==> config.mk <==
export PLATFORM = sky130hd
export DESIGN_NAME = hazard_ctrl_flat
export DESIGN_NICKNAME = d
export VERILOG_FILES = /design/src/rtl/hazard_ctrl_if.sv /design/src/rtl/hazard_ctrl.sv /design/src/flat_wrapper.sv
export SDC_FILE = /design/constraint.sdc
export NUM_CORES = 1
export LEC_CHECK = 0
export CAP_MARGIN = 20
export CORE_ASPECT_RATIO = 0.6
export CORE_MARGIN = 2
export CORE_UTILIZATION = 50
export CTS_CLUSTER_SIZE = 12
export DETAILED_ROUTE_END_ITERATION = 8
export GPL_TIMING_DRIVEN = 0
export PLACE_DENSITY = 0.86
export SYNTH_ARGS = -nofsm -noshare
export SYNTH_HDL_FRONTEND = slang
export SYNTH_SLANG_ARGS = --single-unit
==> constraint.sdc <==
create_clock -name clk -period 4.45 [get_ports clk]
set_input_delay 0.89 -clock clk [delete_from_list [all_inputs] [get_ports clk]]
set_output_delay 0.89 -clock clk [all_outputs]
set_load 0.005 [all_outputs]
==> src/rtl/hazard_ctrl_if.sv <==
`default_nettype none
// +--------------------------------------------------------------------------+
// | Module      : hazard_ctrl_if                                             |
// | Description : Signal bundle between the MIPS datapath and the hazard /   |
// |               redirect controller.                                       |
// |   slave  : controller side (takes hazard info, drives pipeline ctrls)    |
// |   master : datapath side (drives hazard info, takes pipeline ctrls)      |
// |   Hazard info : ifid_rs, ifid_rt, ifid_uses_rt, idex_memread, idex_rt,   |
// |                 jump_ex, branch_taken, stall_ext                         |
// |   Controls    : pc_write, pc_sel, ifid_write, ifid_flush, idex_bubble,   |
// |                 exmem_flush, stalling, stall_count, flush_count          |
// | Revision    : 1.0 - initial release                                      |
// +--------------------------------------------------------------------------+
interface hazard_ctrl_if #(
  parameter int CNT_W = 16
);
  logic [4:0]       ifid_rs;
  logic [4:0]       ifid_rt;
  logic             ifid_uses_rt;
  logic             idex_memread;
  logic [4:0]       idex_rt;
  logic             jump_ex;
  logic             branch_taken;
  logic             stall_ext;

  logic             pc_write;
  logic [1:0]       pc_sel;
  logic             ifid_write;
  logic             ifid_flush;
  logic             idex_bubble;
  logic             exmem_flush;
  logic             stalling;
  logic [CNT_W-1:0] stall_count;
  logic [CNT_W-1:0] flush_count;

  modport slave (
    input  ifid_rs, ifid_rt, ifid_uses_rt, idex_memread, idex_rt,
           jump_ex, branch_taken, stall_ext,
    output pc_write, pc_sel, ifid_write, ifid_flush, idex_bubble,
           exmem_flush, stalling, stall_count, flush_count
  );

  modport master (
    output ifid_rs, ifid_rt, ifid_uses_rt, idex_memread, idex_rt,
           jump_ex, branch_taken, stall_ext,
    input  pc_write, pc_sel, ifid_write, ifid_flush, idex_bubble,
           exmem_flush, stalling, stall_count, flush_count
  );
endinterface
`default_nettype wire

==> src/rtl/hazard_ctrl.sv <==
`default_nettype none
// +--------------------------------------------------------------------------+
// | Module      : hazard_ctrl                                                |
// | Description : Hazard and redirect controller for the five-stage MIPS     |
// |               pipeline. Inserts load-use bubbles, flushes younger        |
// |               stages on jumps (EX) and taken branches (MEM), freezes the |
// |               front end on external stalls, and keeps saturating stall / |
// |               flush performance counters.                                |
// |   clk   : rising-edge clock                                              |
// |   rst_n : asynchronous active-low reset                                  |
// |   bus   : hazard_ctrl_if.slave (hazard info in, pipeline controls out)   |
// | Revision    : 1.0 - initial release                                      |
// +--------------------------------------------------------------------------+
module hazard_ctrl #(
  parameter int STALL_CYCLES = 1,
  parameter int CNT_W        = 16
) (
  input  logic         clk,
  input  logic         rst_n,
  hazard_ctrl_if.slave bus
);

  typedef enum logic [0:0] {
    ST_RUN   = 1'b0,
    ST_STALL = 1'b1
  } state_t;

  localparam logic [1:0]       c_SEL_PC4    = 2'b00;
  localparam logic [1:0]       c_SEL_JUMP   = 2'b01;
  localparam logic [1:0]       c_SEL_BRANCH = 2'b10;
  // The hazard cycle itself is the first bubble; STALL covers the rest.
  localparam logic [2:0]       c_REM_INIT   = 3'(STALL_CYCLES - 1);
  localparam bit               c_MULTI      = (STALL_CYCLES > 1);
  localparam logic [CNT_W-1:0] c_CNT_ONE    = {{(CNT_W-1){1'b0}}, 1'b1};

  state_t           r_state;
  state_t           w_next_state;
  logic [2:0]       r_rem;
  logic [2:0]       w_next_rem;
  logic [CNT_W-1:0] r_stall_count;
  logic [CNT_W-1:0] r_flush_count;

  logic             w_luh;
  logic             w_pc_write;
  logic             w_ifid_write;
  logic [1:0]       w_pc_sel;
  logic             w_ifid_flush;
  logic             w_idex_bubble;
  logic             w_exmem_flush;

  // $zero is never a real dependency; rt only matters when ID reads it.
  assign w_luh = bus.idex_memread && (bus.idex_rt != 5'd0) &&
                 ((bus.idex_rt == bus.ifid_rs) ||
                  (bus.ifid_uses_rt && (bus.idex_rt == bus.ifid_rt)));

  always_comb begin
    w_next_state  = r_state;
    w_next_rem    = r_rem;
    w_pc_write    = 1'b1;
    w_ifid_write  = 1'b1;
    w_pc_sel      = c_SEL_PC4;
    w_ifid_flush  = 1'b0;
    w_idex_bubble = 1'b0;
    w_exmem_flush = 1'b0;

    if (!rst_n) begin
      // Hold the pipeline frozen with a bubble while reset is asserted.
      w_pc_write    = 1'b0;
      w_ifid_write  = 1'b0;
      w_idex_bubble = 1'b1;
    end else if (bus.branch_taken) begin
      w_pc_sel      = c_SEL_BRANCH;
      w_ifid_flush  = 1'b1;
      w_idex_bubble = 1'b1;
      w_exmem_flush = 1'b1;
      w_next_state  = ST_RUN;
      w_next_rem    = 3'd0;
    end else if (bus.jump_ex) begin
      // Jump resolves in EX, so EX/MEM holds the jump itself and survives.
      w_pc_sel      = c_SEL_JUMP;
      w_ifid_flush  = 1'b1;
      w_idex_bubble = 1'b1;
      w_next_state  = ST_RUN;
      w_next_rem    = 3'd0;
    end else if (bus.stall_ext) begin
      // State and rem hold: the load-use countdown pauses.
      w_pc_write    = 1'b0;
      w_ifid_write  = 1'b0;
      w_idex_bubble = 1'b1;
    end else if (r_state == ST_STALL) begin
      w_pc_write    = 1'b0;
      w_ifid_write  = 1'b0;
      w_idex_bubble = 1'b1;
      w_next_rem    = r_rem - 3'd1;
      if (r_rem == 3'd1) begin
        w_next_state = ST_RUN;
      end
    end else if (w_luh) begin
      w_pc_write    = 1'b0;
      w_ifid_write  = 1'b0;
      w_idex_bubble = 1'b1;
      if (c_MULTI) begin
        w_next_state = ST_STALL;
        w_next_rem   = c_REM_INIT;
      end
    end
  end

  always_ff @(posedge clk or negedge rst_n) begin
    if (!rst_n) begin
      r_state       <= ST_RUN;
      r_rem         <= 3'd0;
      r_stall_count <= '0;
      r_flush_count <= '0;
    end else begin
      r_state <= w_next_state;
      r_rem   <= w_next_rem;
      if (!w_pc_write && (r_stall_count != '1)) begin
        r_stall_count <= r_stall_count + c_CNT_ONE;
      end
      if (w_ifid_flush && (r_flush_count != '1)) begin
        r_flush_count <= r_flush_count + c_CNT_ONE;
      end
    end
  end

  assign bus.pc_write    = w_pc_write;
  assign bus.pc_sel      = w_pc_sel;
  assign bus.ifid_write  = w_ifid_write;
  assign bus.ifid_flush  = w_ifid_flush;
  assign bus.idex_bubble = w_idex_bubble;
  assign bus.exmem_flush = w_exmem_flush;
  assign bus.stalling    = (r_state == ST_STALL);
  assign bus.stall_count = r_stall_count;
  assign bus.flush_count = r_flush_count;

endmodule
`default_nettype wire

==> src/flat_wrapper.sv <==
// flat-port wrapper written by rule: the top's interface ports become plain ports
module hazard_ctrl_flat 
#(
  parameter int STALL_CYCLES = 1,
  parameter int CNT_W        = 16
)
  (clk, rst_n, bus_ifid_rs, bus_ifid_rt, bus_ifid_uses_rt, bus_idex_memread, bus_idex_rt, bus_jump_ex, bus_branch_taken, bus_stall_ext, bus_pc_write, bus_pc_sel, bus_ifid_write, bus_ifid_flush, bus_idex_bubble, bus_exmem_flush, bus_stalling, bus_stall_count, bus_flush_count);
  hazard_ctrl_if #(.CNT_W(CNT_W)) bus_i ();
  input  logic clk;
  input  logic rst_n;
  input wire logic [$bits(bus_i.ifid_rs)-1:0] bus_ifid_rs;
  input wire logic [$bits(bus_i.ifid_rt)-1:0] bus_ifid_rt;
  input wire logic [$bits(bus_i.ifid_uses_rt)-1:0] bus_ifid_uses_rt;
  input wire logic [$bits(bus_i.idex_memread)-1:0] bus_idex_memread;
  input wire logic [$bits(bus_i.idex_rt)-1:0] bus_idex_rt;
  input wire logic [$bits(bus_i.jump_ex)-1:0] bus_jump_ex;
  input wire logic [$bits(bus_i.branch_taken)-1:0] bus_branch_taken;
  input wire logic [$bits(bus_i.stall_ext)-1:0] bus_stall_ext;
  output wire logic [$bits(bus_i.pc_write)-1:0] bus_pc_write;
  output wire logic [$bits(bus_i.pc_sel)-1:0] bus_pc_sel;
  output wire logic [$bits(bus_i.ifid_write)-1:0] bus_ifid_write;
  output wire logic [$bits(bus_i.ifid_flush)-1:0] bus_ifid_flush;
  output wire logic [$bits(bus_i.idex_bubble)-1:0] bus_idex_bubble;
  output wire logic [$bits(bus_i.exmem_flush)-1:0] bus_exmem_flush;
  output wire logic [$bits(bus_i.stalling)-1:0] bus_stalling;
  output wire logic [$bits(bus_i.stall_count)-1:0] bus_stall_count;
  output wire logic [$bits(bus_i.flush_count)-1:0] bus_flush_count;
  assign bus_i.ifid_rs = bus_ifid_rs;
  assign bus_i.ifid_rt = bus_ifid_rt;
  assign bus_i.ifid_uses_rt = bus_ifid_uses_rt;
  assign bus_i.idex_memread = bus_idex_memread;
  assign bus_i.idex_rt = bus_idex_rt;
  assign bus_i.jump_ex = bus_jump_ex;
  assign bus_i.branch_taken = bus_branch_taken;
  assign bus_i.stall_ext = bus_stall_ext;
  assign bus_pc_write = bus_i.pc_write;
  assign bus_pc_sel = bus_i.pc_sel;
  assign bus_ifid_write = bus_i.ifid_write;
  assign bus_ifid_flush = bus_i.ifid_flush;
  assign bus_idex_bubble = bus_i.idex_bubble;
  assign bus_exmem_flush = bus_i.exmem_flush;
  assign bus_stalling = bus_i.stalling;
  assign bus_stall_count = bus_i.stall_count;
  assign bus_flush_count = bus_i.flush_count;
  hazard_ctrl #(.STALL_CYCLES(STALL_CYCLES), .CNT_W(CNT_W)) u_core (.clk(clk), .rst_n(rst_n), .bus(bus_i));
endmodule
==> flow_summary.toml <==
[synthesis]
synth.area.top_cells = "dfrtp_1, xor2_1, xnor2_1"
synth_edf_count = 0
syn_nets = 222
synth_top_family_by_area = "simple AND/OR/NAND/NOR gates"
yosys_warnings = 0
synth_fa_ha_area_share_pct = 2.59
yosysTopAreaCellShare_pct = 46.6
synth-compound-area-share_pct = 5.17
async_flop_share_pct = 100
ys_types = 37
ys.flop_type = "dfrtp_1"
synth_commonest_cells = "dfrtp_1, nand2_1, xor2_1"
synth_top_area_cell = "dfrtp_1"
seq_area_frac_synth_pct = 46.6
postSynthAreaPerCell_sq_um = 9.87
synth-simple-area-share_pct = 23.5
synth_most_common_cell = "dfrtp_1"
synth_seq_cells = 36
synthCells = 196
muxShareOfSynthArea_pct = 1.75
synth_area_sq_um = 1930
synth-xor-area-share_pct = 17.7

[clocking]
cts_tree = "yes"
clk_latency_ns = 0.29
cts_resized = 0
clockBufferDepth = 2
post_cts_buffers = 0
cts-buffers-inserted = 5
hold_buffers = 0
clk_pin_slew_ns = 0.07
clkSinkCount = 36
htreeDepth = 2
root_buffer = "clkbuf_8"

[power_and_ir_drop]
irDropWorstVdd_mv = 0.307
power.leakage_nw = 1.12
power_mw = 1.07
power.density_nw_per_um2 = 401

[timing]
final_max_slew_viol_count = 0
rsz0062_at_grt = "no"
min_period_ns = 4.16
slew_headroom_pct = 47.7
fin_setup_tns_ns = 0
worst_pin_slew_ns = 0.784
max_clock_freq_ghz = 0.240
setup_viol_count_final = 0
hold_viol = 0
timing.final.crit_share_pct = 93.6
worst_slack_ns = 0.286
skew_ns = 0.00445
holdWs_ns = 0.497

[hold_path]
min_from = "u_core.bus.stall_count[5]"
hp-class = "flip-flop to flip-flop"
min_path_cells = 1

[finish]
drive_above_1_share_pct = 7.58
area_growth_pct = 38.4
nets = 290
post-route-util_pct = 72.7
stdcell_count = 311
antennaDiodeCount = 0
final_cell_area_sq_um = 2680
n_fill_cell = 266

[floorplanning]
die_area_sq_um = 4400
ioPinCount = 62
die_w_um = 84.3
placeableCoreArea_sq_um = 3680
initial_core_util_pct = 52.6
die_height_um = 52.2
rows = 17

[worst_setup_path]
required_ns = 3.56
arrival_ns = 3.27
path_max_fanout = 37
r2r_cells = 7
critPathCaptureType = "output port"
critPathKind = "primary input to output port"
r2r-start = "u_core.bus.flush_count[0]"
cp-start-kind = "primary input"
startpoint = "rst_n"

[detailed_routing]
route.vias.total = 1644
drt-pass1-iter-count = 4
antenna_left = 0
routedWlPerCell_um = 14.2
post_drt_via_cell_ratio = 5.29
drc = 0
wl_um = 4420
drtIter0Drc = 69

[placed_design]
gp_congestion = 0.853
portBuffers = 61
post-dp-hpwl_um = 3270
placedInstanceArea_sq_um = 2600
dp.cells = 304
place_ws_ns = 0.217

[grt]
grt_antenna_before_repair = 0
overflow = 0
grt.total_usage_pct = 21.6
grt_max_degree = 38
grt_pass1_wl_um = 7190
first_global_vias = 1539

[flow_run]
drv_cap = 0

[run_status]
status = "complete, no violations"
report_power, final:
part           leakage (nW)  switching [mW]  internal (mW)
sequential            0.461           0.104          0.402
combinational         0.615           0.127          0.220
clock                0.0410           0.112          0.106
total                  1.12           0.343          0.729
state kept, by name (all words and copies together), names as in the netlist:
name,cells
u_core.bus.flush_count,16
u_core.bus.stall_count,16
u_core.r_rem,3
u_core.bus.stalling,1
critical path, cell delays in order:
cell and delay (ns):
buf_2 0.60, buf_2 0.31, nor3b_1 0.38, o21ai_0 0.28
or3_1 0.36, clkdlybuf4s50_1 0.45
path summary, 6_finish.rpt:
kind / to / slack [ns]
worst max-delay path: bus_idex_bubble / 0.29
worst min-delay path: u_core.bus.stall_count[5] / 0.50
worst max register to register: u_core.bus.flush_count[13] / 2.38
worst min register to register: u_core.bus.stall_count[5] / 0.50
max in group asynchronous: u_core.bus.stall_count[8] / 3.27
min in group asynchronous: u_core.r_rem[2] / 0.68
layer usage:
layer / vias up / track usage (%) / wire length (um)
met5: - / 0 / 0
met2: 54 / 32.5 / 1870
li1: 803 / - / -
met3: 5 / 7.56 / 319
met4: 0 / 7.53 / 36
met1: 782 / 29.3 / 2200
cells in the final DEF, fill, tap and decap left out, drive strengths merged:
cell / count
a311oi: 1
nor2: 15
ha: 4
or3: 1
nor2b: 1
a21boi: 1
nand2b: 2
nor3: 12
nand2: 28
nor4: 2
nand3: 18
nor3b: 1
a21oi: 1
clkbuf: 6
a31oi: 1
xnor2: 17
a22o: 1
and3: 2
or4: 1
mux2: 3
and2: 1
or2: 2
a211o: 1
buf: 5
dfrtp: 36
xor2: 22
o31ai: 1
clkinv: 1
o21ai: 6
o22a: 1
nand4: 5
inv: 5
clkdlybuf4s50: 60
layout make-up:
cell class	count	area [sq um]	area share (%)
buffer	4	35.0	1.31
clock buffer	6	72.6	2.71
clock inverter	1	5.00	0.187
inverter	5	18.8	0.701
multi-input combinational	151	980	36.6
sequential	36	901	33.7
tap	47	58.8	2.20
timing repair buffer	61	606	22.6
cell families after synthesis:
| family | Yosys count |
|---|---|
| AND/OR/NAND/NOR | 91 |
| multiplexers | 3 |
| XOR/XNOR | 39 |
| buffers and inverters | 9 |
| AO/OA/AOI/OAI | 14 |
| flip-flops | 36 |
| adder cells (fa/ha/maj) | 4 |
No activity file was read; power rests on OpenSTA's default activity.
